### src/rtl/alu_issue_ctrl.sv
// Multi-cycle issue controller for the 16-bit combinational ALU: it accepts one
// instruction at a time, reads operands from a 16-entry register file, and writes back the ALU or immediate result.
module alu_issue_ctrl #(
    parameter int unsigned       DATA_W    = 16,
    parameter logic [DATA_W-1:0] REG_RESET = '0
) (
    input  logic              clk_i,
    input  logic              rst_ni,
    input  logic              instr_valid_i,
    output logic              instr_ready_o,
    input  logic [15:0]       instr_i,
    output logic [DATA_W-1:0] alu_a_o,
    output logic [DATA_W-1:0] alu_b_o,
    output logic [3:0]        alu_control_o,
    input  logic [DATA_W-1:0] alu_result_i,
    output logic              done_o,
    output logic              illegal_o,
    input  logic [3:0]        dbg_addr_i,
    output logic [DATA_W-1:0] dbg_data_o
);

    typedef enum logic [1:0] {
        S_IDLE,
        S_DECODE,
        S_EXEC,
        S_WB
    } state_e;

    localparam logic [3:0] OP_NOP = 4'h0;
    localparam logic [3:0] OP_ADD = 4'h1;
    localparam logic [3:0] OP_OR  = 4'h4;
    localparam logic [3:0] OP_LDI = 4'h8;

    state_e            state_q, state_d;
    logic [15:0]       instr_q;
    logic [DATA_W-1:0] regs_q [16];
    logic [DATA_W-1:0] result_q;
    logic [DATA_W-1:0] alu_a_q;
    logic [DATA_W-1:0] alu_b_q;
    logic [3:0]        alu_ctrl_q;

    logic [3:0]        opcode;
    logic [3:0]        rd;
    logic [3:0]        rs;
    logic [3:0]        rt;
    logic [7:0]        imm;
    logic              is_alu;
    logic              is_ldi;
    logic              is_nop;
    logic              is_illegal;
    logic [DATA_W-1:0] rs_val;
    logic [DATA_W-1:0] rt_val;
    logic              wb_en;
    logic [DATA_W-1:0] wb_data;

    assign opcode     = instr_q[15:12];
    assign rd         = instr_q[11:8];
    assign rs         = instr_q[7:4];
    assign rt         = instr_q[3:0];
    assign imm        = instr_q[7:0];
    assign is_alu     = (opcode >= OP_ADD) && (opcode <= OP_OR);
    assign is_ldi     = (opcode == OP_LDI);
    assign is_nop     = (opcode == OP_NOP);
    assign is_illegal = !(is_alu || is_ldi || is_nop);

    // r0 is hardwired to zero on every read path, whatever REG_RESET holds.
    assign rs_val = (rs == 4'd0) ? '0 : regs_q[rs];
    assign rt_val = (rt == 4'd0) ? '0 : regs_q[rt];

    assign wb_en   = (state_q == S_WB) && !is_nop && (rd != 4'd0);
    assign wb_data = is_ldi ? DATA_W'(imm) : result_q;

    always_ff @(posedge clk_i or negedge rst_ni) begin
        if (!rst_ni) begin
            state_q <= S_IDLE;
        end else begin
            state_q <= state_d;
        end
    end

    always_comb begin
        state_d       = state_q;
        instr_ready_o = 1'b0;
        done_o        = 1'b0;
        illegal_o     = 1'b0;
        case (state_q)
            S_IDLE: begin
                instr_ready_o = 1'b1;
                if (instr_valid_i) begin
                    state_d = S_DECODE;
                end
            end
            S_DECODE: begin
                illegal_o = is_illegal;
                if (is_alu) begin
                    state_d = S_EXEC;
                end else if (is_ldi || is_nop) begin
                    state_d = S_WB;
                end else begin
                    state_d = S_IDLE;
                end
            end
            S_EXEC: begin
                state_d = S_WB;
            end
            S_WB: begin
                done_o  = 1'b1;
                state_d = S_IDLE;
            end
            default: begin
                state_d = S_IDLE;
            end
        endcase
    end

    // ALU controls go inactive as soon as the result is captured; operands hold.
    always_ff @(posedge clk_i or negedge rst_ni) begin
        if (!rst_ni) begin
            instr_q    <= '0;
            result_q   <= '0;
            alu_a_q    <= '0;
            alu_b_q    <= '0;
            alu_ctrl_q <= '0;
        end else begin
            if ((state_q == S_IDLE) && instr_valid_i) begin
                instr_q <= instr_i;
            end
            if ((state_q == S_DECODE) && is_alu) begin
                alu_a_q    <= rs_val;
                alu_b_q    <= rt_val;
                alu_ctrl_q <= opcode;
            end
            if (state_q == S_EXEC) begin
                result_q   <= alu_result_i;
                alu_ctrl_q <= '0;
            end
        end
    end

    always_ff @(posedge clk_i or negedge rst_ni) begin
        if (!rst_ni) begin
            for (int i = 0; i < 16; i++) begin
                regs_q[i] <= REG_RESET;
            end
        end else if (wb_en) begin
            regs_q[rd] <= wb_data;
        end
    end

    assign alu_a_o       = alu_a_q;
    assign alu_b_o       = alu_b_q;
    assign alu_control_o = alu_ctrl_q;
    assign dbg_data_o    = (dbg_addr_i == 4'd0) ? '0 : regs_q[dbg_addr_i];

endmodule

### config.mk
export PLATFORM = sky130hd
export DESIGN_NAME = alu_issue_ctrl
export DESIGN_NICKNAME = d
export VERILOG_FILES = /design/src/rtl/alu_issue_ctrl.sv
export SDC_FILE = /design/constraint.sdc
export NUM_CORES = 1
export LEC_CHECK = 0
export BUFFER_PORTS_ARGS = -buffer_cell sky130_fd_sc_hd__buf_2
export CORE_MARGIN = 1.5
export CORE_UTILIZATION = 62
export CTS_CLUSTER_DIAMETER = 120
export DETAILED_ROUTE_END_ITERATION = 16
export HOLD_SLACK_MARGIN = 0.06
export PLACE_DENSITY = 0.81
export REMOVE_ABC_BUFFERS = 1
export SKIP_CTS_REPAIR_TIMING = 1
export SYNTH_ARGS = -nofsm -noshare
export SYNTH_HDL_FRONTEND = slang
export SYNTH_SLANG_ARGS = --single-unit
### constraint.sdc
create_clock -name clk_i -period 2.8 [get_ports clk_i]
set_input_delay 0.56 -clock clk_i [delete_from_list [all_inputs] [get_ports clk_i]]
set_output_delay 0.56 -clock clk_i [all_outputs]
set_load 0.02 [all_outputs]
==> metrics.md <==
| Metric | Value |
|---|---|
| Count of cell instances traversed by the critical path | `6` |
| Total of flip-flops plus latches after synthesis | `326` |
| Iter 0 DRT Violations | `1,809` |
| Maximum clock insertion buffer count | `3` |
| I/O Buffers | `93` |
| Maximum number of pins on one net before global-route repair | `78` |
| Ratio of cells with drive above 1 in the final layout | `28.07%` |
| Sum of overflow across all layers after global routing | `0` |
| Clock slew at the register clock pins of the worst setup and hold paths | `60 ps` |
| Vias in the first global route | `14,390` |
| Max-slew violation count | `0` |
| Cell area after placement | `18,830 um2` |
| Clk_skew | `16.68 ps` |
| CP Max Fanout | `11` |
| Area growth from synthesis to final layout | `12.72%` |
| TritonCTS buffer count | `36` |
| LEAKAGE | `0.008770 uW` |
| Drt pass-1 iters | `5` |
| Drc violations | `0` |
| Wire length of the first global-routing pass | `81,370 um` |
| Final hold vios | `0` |
| Most common cell after layout, fill and taps aside | `sky130_fd_sc_hd__nand2_1` |
| Peak supply drop | `0.0006372 V` |
| Length in cells of the worst reg-to-reg path | `5` |
| Fillers | `1,850` |
| Die span in x | `172.2 um` |
| Placeable core region | `28,010 um2` |
| Cell with the most instances on the worst path | `sky130_fd_sc_hd__buf_2` |
| Final total negative setup slack | `0 ps` |
| Number of antenna violations at the first check in global routing | `0` |
| Aggregate global-route resource usage | `37.13%` |
| Time the worst path needs with I/O delays and setup | `2764 ps` |
| TritonCTS clock tree | `yes` |
| Status | `finished, final reports clean` |
| Worst EP required | `2240 ps` |
| RePlAce Congestion | `0.8478` |
| Distinct cell type count of the synthesized netlist | `34` |
| Critical Path Max Stage Delay | `690 ps` |
| Worst Max-Slew Pin Slew | `1021 ps` |
| Initial core utilization | `63.38%` |
| Critical-path top delay cell | `sky130_fd_sc_hd__nor2_2` |
| Std-Cell Rows | `61` |
| Count of inserted antenna diode cells | `0` |
| Category of cells accounting for the largest share of critical-path delay | `simple AND/OR/NAND/NOR gates` |
| I/O pin count | `94` |
| Type of the worst setup path | `input port to primary output` |
| CP Capture Type | `primary output` |
| Path type of the worst min-delay path | `input port to asynchronous set/reset pin` |
| Synthesized instance count | `1,534` |
| Type of element launching the critical path | `input port` |
| Final critical-path share of the clock period | `98.70%` |
| Syn Std Cell Area | `17,750 um2` |
| Total power density per cell area | `1118 nW/um2` |
| Slew HR | `31.97%` |
| Number of sinks on the clock net | `326` |
| Post-route cell area | `20,010 um2` |
| Count of nets left with antenna violations after detail routing | `0` |
| Worst-skew pair later-pin latency | `520 ps` |
| Average wire per cell in the routed design | `26.45 um` |
| Unrepaired setup endpoints after global routing | `false` |
| Die Outline Area | `29,660 um2` |
| Syn. warnings | `0` |
| Number of nets in the layout | `1,627` |
| CTS HTree Levels | `2` |
| Highest clock rate | `0.3619 GHz` |
| Detailed-route via count | `14,120` |
| Most frequent cells in the layout | `sky130_fd_sc_hd__nand2_1, sky130_fd_sc_hd__dfrtp_1, sky130_fd_sc_hd__o21ai_0, sky130_fd_sc_hd__mux4_2, sky130_fd_sc_hd__mux2i_1` |
| Syn Area/Cell | `11.57 um2` |
| Max Cap Viol | `0` |
| Cells traversed along the worst timing path | `buf_2 > nor2_2 > a221oi_1 > a211oi_1 > a21oi_1 > buf_2` |
| Overall die height | `172.2 um` |
| HPWL Detailed | `32,570 um` |
| Power consumption | `22,370 uW` |
| WL final | `52,690 um` |
| Final Setup Violations | `0` |
| Cell total after placement | `1,928` |
| Number of buffer and inverter instances along the worst setup path | `2` |
| Via/cell ratio | `7.090` |
| Clock root buffer | `sky130_fd_sc_hd__clkbuf_16` |
| WP data arrival | `2200 ps` |
| Fraction of the yosys area taken by sequential cells | `45.95%` |
| Post-route non-filler standard cell count | `1,992` |
==> final timing paths <==
| check | startpoint | to | slack (ps) |
|---|---|---|---|
| max | dbg_addr_i[2] | dbg_data_o[8] | 40 |
| min | rst_ni | regs_q[201] | 50 |
| max reg2reg | instr_q[13] | regs_q[175] | 480 |
| min reg2reg | regs_q[252] | regs_q[252] | 410 |
| max in group asynchronous | rst_ni | regs_q[68] | 1880 |
| min in group clk_i | alu_result_i[3] | result_q[3] | 230 |
==> kinds of logic (layout without fill, tap and decap cells) <==
| kind of cell | Yosys count | after routing | share of synthesized area [%] |
|---|---|---|---|
| AO/OA/AOI/OAI | 332 | 332 | 11.35 |
| buffers and inverters | 166 | 246 | 3.996 |
| flip-flops | 326 | 326 | 45.95 |
| multiplexers | 295 | 295 | 29.14 |
| AND/OR/NAND/NOR | 415 | 415 | 9.564 |
==> report_power, final <==
part           switching [uW]  internal (uW)
clock                    1920           2760
sequential               2050           6470
combinational            4900           4290
==> registers in the layout (all words and copies together) (netlist names), named ones only <==
signal,cells
alu_b_o,16
regs_q,256
alu_control_o,4
result_q,16
state_q,1
instr_q,16
alu_a_o,16
==> synth_stat cells <==
master                     number  area, um2
sky130_fd_sc_hd__a21oi_1       23      115.1
sky130_fd_sc_hd__a211oi_1      11      82.58
sky130_fd_sc_hd__o221ai_2      20      300.3
sky130_fd_sc_hd__inv_1          7      26.28
sky130_fd_sc_hd__mux2i_1      104       1041
sky130_fd_sc_hd__and2_1         4      25.02
sky130_fd_sc_hd__nand2_1      355       1333
sky130_fd_sc_hd__or4_1          1      7.510
sky130_fd_sc_hd__nor3_2         1      10.01
sky130_fd_sc_hd__o22ai_1        1      6.260
sky130_fd_sc_hd__nand2b_4       1      13.76
sky130_fd_sc_hd__buf_2         45      225.2
sky130_fd_sc_hd__a221oi_1      11      96.34
sky130_fd_sc_hd__clkbuf_1     100      375.4
sky130_fd_sc_hd__o221ai_1      17      148.9
sky130_fd_sc_hd__nand2b_1       1      6.260
sky130_fd_sc_hd__nor4b_1        1      8.760
sky130_fd_sc_hd__mux4_2       176       3964
sky130_fd_sc_hd__and3_1         1      6.260
sky130_fd_sc_hd__or4b_4         1      13.76
sky130_fd_sc_hd__buf_6          4      45.04
sky130_fd_sc_hd__nor2b_1        7      43.79
sky130_fd_sc_hd__dfrtp_1      326       8158
sky130_fd_sc_hd__clkinv_1       1      3.750
sky130_fd_sc_hd__or3_1          2      12.51
sky130_fd_sc_hd__buf_1          9      33.78
sky130_fd_sc_hd__o21ai_0      244       1221
sky130_fd_sc_hd__nor3_1         3      15.01
sky130_fd_sc_hd__and2b_1        1      7.510
sky130_fd_sc_hd__a32oi_1        5      43.79
sky130_fd_sc_hd__nand3_1        8      40.04
sky130_fd_sc_hd__nand4_1       20      125.1
sky130_fd_sc_hd__mux2_2        15      168.9
sky130_fd_sc_hd__nor2_1         8      30.03
==> layer usage <==
layer  track usage (%)  wire (um)  vias up
met2             57.73      24750     1032
li1                  -          -     5794
met3             9.110       5871      252
met1             48.20      18980     7045
met5                 0          0        -
met4             21.29       3102        0
==> area by class of cell <==
cell class | count | area, um2 | area share, %
Multi-Input combinational cell | 1042 | 8899 | 44.47
Clock buffer | 54 | 1080 | 5.396
Tap cell | 378 | 473.0 | 2.363
Sequential cell | 326 | 8170 | 40.83
Timing Repair Buffer | 174 | 1277 | 6.384
Inverter | 8 | 30.03 | 0.1501
Clock inverter | 10 | 82.58 | 0.4127
==> through the flow <==
step / hold slack (ps) / utilization (%) / setup WS [ps]
6_report: 46.40 / 71.44 / 36.47
5_1_grt: 66.02 / 71.44 / 3.003
4_1_cts: 63.53 / 71.39 / -436.5
3_5_place_dp: 405.3 / 67.24 / -359.0
3_3_place_gp: 393.4 / 67.24 / -233.1
2_1_floorplan: 264.4 / - / -995.7
No activity file was read; power rests on OpenSTA's default activity.
